[config.mk]
export PLATFORM = sky130hd
export DESIGN_NAME = dds_multi_gen_flat
export DESIGN_NICKNAME = d
export VERILOG_FILES = /design/src/rtl/dds_pkg.sv /design/src/rtl/dds_multi_gen_if.sv /design/src/rtl/dds_sin_lut.sv /design/src/rtl/dds_multi_gen.sv /design/src/flat_wrapper.sv
export SDC_FILE = /design/constraint.sdc
export NUM_CORES = 1
export LEC_CHECK = 0
export CORE_ASPECT_RATIO = 1.4
export CORE_MARGIN = 2
export CORE_UTILIZATION = 57
export CTS_CLUSTER_SIZE = 12
export DETAILED_ROUTE_END_ITERATION = 16
export GPL_TIMING_DRIVEN = 0
export MAX_ROUTING_LAYER = met4
export PLACE_DENSITY = 0.78
export SYNTH_ARGS = -nofsm -noshare
export SYNTH_HDL_FRONTEND = slang
export SYNTH_SLANG_ARGS = --single-unit
[constraint.sdc]
create_clock -name clk -period 2.7 [get_ports clk]
set_input_delay 0.81 -clock clk [delete_from_list [all_inputs] [get_ports clk]]
set_output_delay 0.81 -clock clk [all_outputs]
set_load 0.05 [all_outputs]
[src/rtl/dds_pkg.sv]
// Shared definitions for the multi-channel DDS generator: waveform modes,
// config register map and the sine table generator.
package dds_pkg;

    typedef enum logic [1:0] {
        MODE_SIN = 2'd0,
        MODE_SQU = 2'd1,
        MODE_TRI = 2'd2,
        MODE_SAW = 2'd3
    } mode_e;

    localparam logic [1:0] CFG_FREQ  = 2'd0;
    localparam logic [1:0] CFG_PHASE = 2'd1;
    localparam logic [1:0] CFG_MODE  = 2'd2;
    localparam logic [1:0] CFG_DUTY  = 2'd3;

    localparam real PI = 3.14159265358979323846;

    // Offset-binary sine sample: mid-scale plus (mid-scale - 1) * sin, rounded to nearest.
    function automatic int sin_lut_entry(input int idx, input int aw, input int ow);
        real half_r;
        real ang_r;
        half_r = real'(32'd1 << (ow - 32'sd1));
        ang_r  = 2.0 * PI * real'(idx) / real'(32'd1 << aw);
        return $rtoi(half_r + (half_r - 1.0) * $sin(ang_r) + 0.5);
    endfunction

endpackage

[src/rtl/dds_multi_gen_if.sv]
// Write-only configuration port of the DDS generator.
interface dds_multi_gen_if #(
    parameter int ACC_W = 16,
    parameter int CH_W  = 1
);
    logic             cfg_wr;
    logic [CH_W-1:0]  cfg_ch;
    logic [1:0]       cfg_addr;
    logic [ACC_W-1:0] cfg_data;

    modport master (output cfg_wr, cfg_ch, cfg_addr, cfg_data);
    modport slave  (input  cfg_wr, cfg_ch, cfg_addr, cfg_data);
endinterface

[src/rtl/dds_sin_lut.sv]
// Registered-output sine ROM; its output register is stage 2 of the sine path.
module dds_sin_lut
    import dds_pkg::*;
#(
    parameter int LUT_AW = 8,
    parameter int OUT_W  = 8
) (
    input  logic              clk,
    input  logic              rstn,
    input  logic [LUT_AW-1:0] addr,
    output logic [OUT_W-1:0]  rd_data
);
    localparam int DEPTH = 32'sd1 << LUT_AW;

    logic [OUT_W-1:0] rom_s [DEPTH];
    logic [OUT_W-1:0] data_d;
    logic [OUT_W-1:0] data_q;

    for (genvar i = 0; i < DEPTH; i++) begin : g_rom
        assign rom_s[i] = OUT_W'(sin_lut_entry(i, LUT_AW, OUT_W));
    end

    // ROM read
    always_comb begin
        data_d = rom_s[addr];
    end

    // Output register
    always_ff @(posedge clk) begin
        if (!rstn) begin
            data_q <= '0;
        end else begin
            data_q <= data_d;
        end
    end

    assign rd_data = data_q;

endmodule

[src/rtl/dds_multi_gen.sv]
// Multi-channel DDS: per-channel accumulator and config, two-stage sample
// pipeline (phase add, then waveform shaping) and global phase sync.
module dds_multi_gen
    import dds_pkg::*;
#(
    parameter int  ACC_W  = 16,
    parameter int  OUT_W  = 8,
    parameter int  LUT_AW = 8,
    parameter int  NCH    = 2,
    localparam int CH_W   = (NCH > 32'sd1) ? $clog2(NCH) : 32'sd1
) (
    input  logic                 clk,
    input  logic                 rstn,
    input  logic                 en,
    input  logic                 sync,
    dds_multi_gen_if.slave       cfg,
    output logic [NCH*OUT_W-1:0] wave_out,
    output logic                 wave_valid
);
    localparam logic [ACC_W-1:0] DUTY_RST = {1'b1, {(ACC_W-1){1'b0}}};
    localparam logic [OUT_W-1:0] WAVE_MAX = '1;

    logic [ACC_W-1:0] acc_q   [NCH];
    logic [ACC_W-1:0] acc_d   [NCH];
    logic [ACC_W-1:0] freq_q  [NCH];
    logic [ACC_W-1:0] freq_d  [NCH];
    logic [ACC_W-1:0] phase_q [NCH];
    logic [ACC_W-1:0] phase_d [NCH];
    logic [ACC_W-1:0] duty_q  [NCH];
    logic [ACC_W-1:0] duty_d  [NCH];
    logic [ACC_W-1:0] p_q     [NCH];
    logic [ACC_W-1:0] p_d     [NCH];
    mode_e            mode_q  [NCH];
    mode_e            mode_d  [NCH];
    mode_e            smode_q [NCH];
    mode_e            smode_d [NCH];
    logic [OUT_W-1:0] oth_q   [NCH];
    logic [OUT_W-1:0] oth_d   [NCH];
    logic [OUT_W-1:0] sin_s   [NCH];
    logic             vld1_q, vld1_d;
    logic             vld2_q, vld2_d;

    // Next state: config decode, accumulators, stage-1 phase add, stage-2 shaping
    always_comb begin
        for (int k = 0; k < NCH; k++) begin
            freq_d[k]  = freq_q[k];
            phase_d[k] = phase_q[k];
            duty_d[k]  = duty_q[k];
            mode_d[k]  = mode_q[k];
            // Out-of-range channel numbers match no k and are dropped here.
            case ({cfg.cfg_wr && (cfg.cfg_ch == CH_W'(k)), cfg.cfg_addr})
                {1'b1, CFG_FREQ}:  freq_d[k]  = cfg.cfg_data;
                {1'b1, CFG_PHASE}: phase_d[k] = cfg.cfg_data;
                {1'b1, CFG_MODE}:  mode_d[k]  = mode_e'(cfg.cfg_data[1:0]);
                {1'b1, CFG_DUTY}:  duty_d[k]  = cfg.cfg_data;
                default:           ;
            endcase

            if (sync) begin
                acc_d[k] = '0;
            end else if (en) begin
                acc_d[k] = acc_q[k] + freq_q[k];
            end else begin
                acc_d[k] = acc_q[k];
            end

            p_d[k]     = acc_q[k] + phase_q[k];
            smode_d[k] = mode_q[k];

            case (mode_q[k])
                MODE_SQU: oth_d[k] = (p_q[k] < duty_q[k]) ? WAVE_MAX : '0;
                MODE_TRI: oth_d[k] = p_q[k][ACC_W-1] ? ~p_q[k][ACC_W-2 -: OUT_W]
                                                     :  p_q[k][ACC_W-2 -: OUT_W];
                MODE_SAW: oth_d[k] = p_q[k][ACC_W-1 -: OUT_W];
                default:  oth_d[k] = '0;
            endcase
        end
        vld1_d = en;
        vld2_d = vld1_q;
    end

    // State registers
    always_ff @(posedge clk) begin
        if (!rstn) begin
            for (int k = 0; k < NCH; k++) begin
                acc_q[k]   <= '0;
                freq_q[k]  <= '0;
                phase_q[k] <= '0;
                duty_q[k]  <= DUTY_RST;
                mode_q[k]  <= MODE_SIN;
                smode_q[k] <= MODE_SIN;
                p_q[k]     <= '0;
                oth_q[k]   <= '0;
            end
            vld1_q <= 1'b0;
            vld2_q <= 1'b0;
        end else begin
            acc_q   <= acc_d;
            freq_q  <= freq_d;
            phase_q <= phase_d;
            duty_q  <= duty_d;
            mode_q  <= mode_d;
            smode_q <= smode_d;
            p_q     <= p_d;
            oth_q   <= oth_d;
            vld1_q  <= vld1_d;
            vld2_q  <= vld2_d;
        end
    end

    for (genvar k = 0; k < NCH; k++) begin : g_ch
        dds_sin_lut #(
            .LUT_AW (LUT_AW),
            .OUT_W  (OUT_W)
        ) u_lut (
            .clk     (clk),
            .rstn    (rstn),
            .addr    (p_q[k][ACC_W-1 -: LUT_AW]),
            .rd_data (sin_s[k])
        );
    end

    // Select the stage-2 register matching the mode that produced this sample
    always_comb begin
        wave_out = '0;
        for (int k = 0; k < NCH; k++) begin
            wave_out[k*OUT_W +: OUT_W] = (smode_q[k] == MODE_SIN) ? sin_s[k] : oth_q[k];
        end
    end

    assign wave_valid = vld2_q;

endmodule

[src/flat_wrapper.sv]
// flat-port wrapper written by rule: the top's interface ports become plain ports
module dds_multi_gen_flat import dds_pkg::*;
#(
    parameter int  ACC_W  = 16,
    parameter int  OUT_W  = 8,
    parameter int  LUT_AW = 8,
    parameter int  NCH    = 2,
    localparam int CH_W   = (NCH > 32'sd1) ? $clog2(NCH) : 32'sd1
)
  (clk, rstn, en, sync, wave_out, wave_valid, cfg_cfg_wr, cfg_cfg_ch, cfg_cfg_addr, cfg_cfg_data);
  dds_multi_gen_if #(.ACC_W(ACC_W), .CH_W(1)) cfg_i ();
  input  logic clk;
  input  logic rstn;
  input  logic en;
  input  logic sync;
  output logic [NCH*OUT_W-1:0] wave_out;
  output logic wave_valid;
  input wire logic [$bits(cfg_i.cfg_wr)-1:0] cfg_cfg_wr;
  input wire logic [$bits(cfg_i.cfg_ch)-1:0] cfg_cfg_ch;
  input wire logic [$bits(cfg_i.cfg_addr)-1:0] cfg_cfg_addr;
  input wire logic [$bits(cfg_i.cfg_data)-1:0] cfg_cfg_data;
  assign cfg_i.cfg_wr = cfg_cfg_wr;
  assign cfg_i.cfg_ch = cfg_cfg_ch;
  assign cfg_i.cfg_addr = cfg_cfg_addr;
  assign cfg_i.cfg_data = cfg_cfg_data;
  dds_multi_gen #(.ACC_W(ACC_W), .OUT_W(OUT_W), .LUT_AW(LUT_AW), .NCH(NCH)) u_core (.clk(clk), .rstn(rstn), .en(en), .sync(sync), .cfg(cfg_i), .wave_out(wave_out), .wave_valid(wave_valid));
endmodule
==> metrics <==
Setup TNS 0 ps; post-route cell area about 16000 um2; Rel. slew slack around two fifths; core area between 20000 and 25000 um2; crit path kind flop to flop; HP Start u_core.duty_q[13]; Worst Path Max Fanout 10; row cnt 67; # IOs slightly above 40; PD cells ~440 nW/um2; synthesized area 13900 um2; DIE WIDTH roughly 140 um; met3 Track Usage GR 5.30%; Post-synth EDFFs 0; via count ~14000; Via density between 6 and 7; status finished, final reports clean; GR Util met1 a little over two fifths; nature of the critical path startpoint flop; Gate Count Post-Synth 1824; Root Driver clkbuf_16; # H-tree levels 1; f_max between 300 and 400 MHz; initial drt markers around 1200; clk buf depth 3; worst r2r path cells 10; Period minus WS final between 2000 and 3000 ps; #FFs+latches synth around 200; Syn Area/Cell about 7.6 um2; port buffer count 35; M2 GR Usage around 62%; vias in the first global route 13580; Int Pwr just over 5 mW; Reg2Reg Capture Point u_core.g_ch[1].u_lut.rd_data[2]; slowest cell delay on critical path between 500 and 600 ps; switching share of power roughly a quarter; crit share post-route around 100%; worst clock skew around 17 ps; CTS Buf Count 23; Filler cells 2100; clk sinks between 200 and 250; Crit path max-delay family multiplexers; YS warnings 0; CTS tree yes; Die H between 150 and 200 um; maxcap violations 0; DR pass1 iterations 7; synthesized net count between 1500 and 2000; clock power share 43.2%; Critical Path Sink Type flop; Synth async-reset ratio 0%; Worst-Skew Late Latency between 500 and 600 ps; reg2reg setup slack a little under 5 ps; Final Hold Viols 0; most used routing layer met2; Placed Instance Area between 10000 and 15000 um2; Worst path depth 10; Max Slew Vio Count 0; Routed Antenna Nets 0; Clock transition at path regs 60 ps; initial antenna violation count 0; Slew @ Worst Pin just over 900 ps; final wirelength around 48000 um; Critical Path Slowest Stage Cell mux4_2; final net count 2039; Synth cell types between 80 and 90; Reg-to-Reg Start u_core.p_q[8]; diodes inserted 0; Hold WC Path Type flop to flop; GRT Total Usage between 30% and 40%; Final Setup Violations 0; Starting Density about three fifths; GR Overflow Total 0; DRC Markers 0; HPWL Detailed approximately 35000 um; share of cells above drive strength 1 9.29%; Pleak 6.29 nW; largest net degree at the start of global routing 13; last element of the critical path u_core.g_ch[1].u_lut.rd_data[2]; Comb pwr share approximately an eighth; worst path bufs/invs 2; first-pass GRT wire length 73100 um; DR WL/cell about 21 um; die area around 26000 um2; Seq pwr share 45.0%; worst path cell trace buf_8 -> clkinvlp_4 -> ha_4 -> nor2b_2 -> nor3_1 -> a311oi_1 -> a31o_1 -> mux4_2 -> nor2b_1 -> a211oi_2; GPL Wtd Cong between 0.9 and 1; CP required approximately 3100 ps; ys flop type dfxtp_1; CP Launch Point u_core.p_q[8]; post-synthesis sequential area ratio a little under 30%; Crit path arrival time 3120 ps; Area Growth Syn to Fin 11.9%; Switching Power between 1.5 and 2 mW; Max rail drop VDD 0.553 mV
## kinds of logic after synthesis
family,Yosys count,synth area share [%]
AND/OR/NAND/NOR,655,20.8
AO/OA/AOI/OAI,547,24.9
flip-flops,202,29.0
buffers and inverters,180,5.40
adder cells (fa/ha/maj),120,11.0
XOR/XNOR,63,3.96
multiplexers,57,4.97
## flip-flops by register name, summed over array words and instances (netlist names)
signal                     flops
u_core.acc_q                  32
u_core.duty_q                 32
u_core.freq_q                 32
u_core.g_ch.u_lut.rd_data     16
u_core.mode_q                  4
u_core.oth_q                  16
u_core.p_q                    32
u_core.phase_q                32
u_core.smode_q                 4
u_core.vld1_q                  1
u_core.wave_valid              1
## per-stage QoR
step	util (%)	hold slack, ps	worst slack, ps	cells	power, mW
6_report	65.0	456	4.93	2216	6.84
3_3_place_gp	61.2	443	-790	2169	3.90
3_5_place_dp	61.2	447	-768	2169	3.91
2_1_floorplan	-	412	45.1	1824	3.63
4_1_cts	64.6	455	0.369	2207	6.81
5_1_grt	65.0	479	-16.5	2216	7.00
## worst min-delay path by stage
| stage | endpoint | cells past startpoint |
|---|---|---|
| 2_1_floorplan | u_core.wave_valid | 1 |
| 3_3_place_gp | u_core.duty_q[20] | 2 |
| 3_5_place_dp | u_core.duty_q[0] | 2 |
| 4_1_cts | u_core.duty_q[13] | 2 |
| 5_1_grt | u_core.duty_q[10] | 2 |
| 6_report | u_core.duty_q[13] | 2 |
## worst reg2reg max path: stages (launching register included)
cell and delay (ps):
dfxtp_4 380, buf_8 150, clkinvlp_4 180, ha_4 380
nor2b_2 100, nor3_1 240, a311oi_1 80, a31o_1 210
mux4_2 520, nor2b_1 160, a211oi_2 210
## power groups by stage
stage	logic (mW)	registers (mW)	clock network, mW
after floorplan	0.494	3.14	0
after global placement	0.755	3.14	0
final	0.801	3.08	2.96
after CTS	0.773	3.08	2.95
after detailed placement	0.765	3.15	0
after global routing	0.857	3.08	3.06
## layer usage
metal  up-vias  wire length (um)
li1       6632                 -
met1      6668             18700
met2       657             23300
met3       156              3190
met4         0              2340
met5         -                 0
## area by class of cell
class | count | area (um2) | area share, %
Multi-Input combinational cell | 1442 | 9230 | 59.2
Buffer | 114 | 538 | 3.45
Clock buffer | 31 | 636 | 4.08
Sequential cell | 202 | 4060 | 26.0
Clock inverter | 5 | 60.1 | 0.385
Inverter | 63 | 248 | 1.59
Tap cell | 310 | 388 | 2.49
Timing Repair Buffer | 49 | 432 | 2.77
## repair_timing
action / in CTS / in global routing
gates resized for setup: 68 / 35
hold buffers: 0 / 0
pin swaps: 1 / 5
endpoints found under the setup margin: 30 / 38
buffers inserted: 4 / 10
endpoints found under the hold margin: 0 / 0
## cells in the mapped netlist, types with 6 or more instances
cell type | instances | share of area [%]
a221oi_1 | 7 | 0.44
nor3b_1 | 11 | 0.59
buf_1 | 14 | 0.38
and3_1 | 6 | 0.27
a21oi_1 | 205 | 7.4
xor2_1 | 20 | 1.3
o221ai_1 | 8 | 0.50
nand3_1 | 35 | 1.3
nand2b_1 | 32 | 1.4
dfxtp_1 | 202 | 29
a311oi_1 | 11 | 0.69
a211o_1 | 7 | 0.44
a2111oi_0 | 9 | 0.57
o21a_1 | 18 | 0.97
inv_1 | 60 | 1.6
clkbuf_1 | 68 | 1.8
o21ai_0 | 87 | 3.1
o22ai_1 | 7 | 0.31
nand4_1 | 8 | 0.36
nand2_1 | 329 | 8.9
a31oi_1 | 33 | 1.5
a211oi_1 | 26 | 1.4
nor2b_1 | 18 | 0.81
xnor2_1 | 43 | 2.7
mux2i_1 | 31 | 2.2
o311ai_0 | 9 | 0.57
and2_1 | 11 | 0.49
mux2_2 | 18 | 1.5
buf_4 | 6 | 0.32
nor3_1 | 34 | 1.2
a21o_1 | 39 | 2.1
o31ai_1 | 11 | 0.59
ha_1 | 116 | 10
buf_2 | 25 | 0.90
mux4_2 | 8 | 1.3
o211ai_1 | 25 | 1.3
nor2_1 | 143 | 3.9
## cells in the final DEF (no fill, tap or decap), types with 13 or more instances in the layout
| master | count |
|---|---|
| nand2_1 | 328 |
| a21oi_1 | 205 |
| dfxtp_1 | 197 |
| nor2_1 | 137 |
| ha_1 | 110 |
| o21ai_0 | 85 |
| clkbuf_1 | 68 |
| inv_1 | 57 |
| xnor2_1 | 43 |
| a21o_1 | 39 |
| nand3_1 | 35 |
| a31oi_1 | 33 |
| nand2b_1 | 32 |
| nor3_1 | 32 |
| mux2i_1 | 31 |
| o211ai_1 | 25 |
| buf_2 | 24 |
| a211oi_1 | 24 |
| clkbuf_16 | 23 |
| buf_4 | 21 |
| xor2_1 | 20 |
| clkdlybuf4s50_1 | 19 |
| mux2_2 | 18 |
| o21a_1 | 18 |
| nor2b_1 | 17 |
| buf_1 | 13 |
Power figures use the tool's default switching activity.
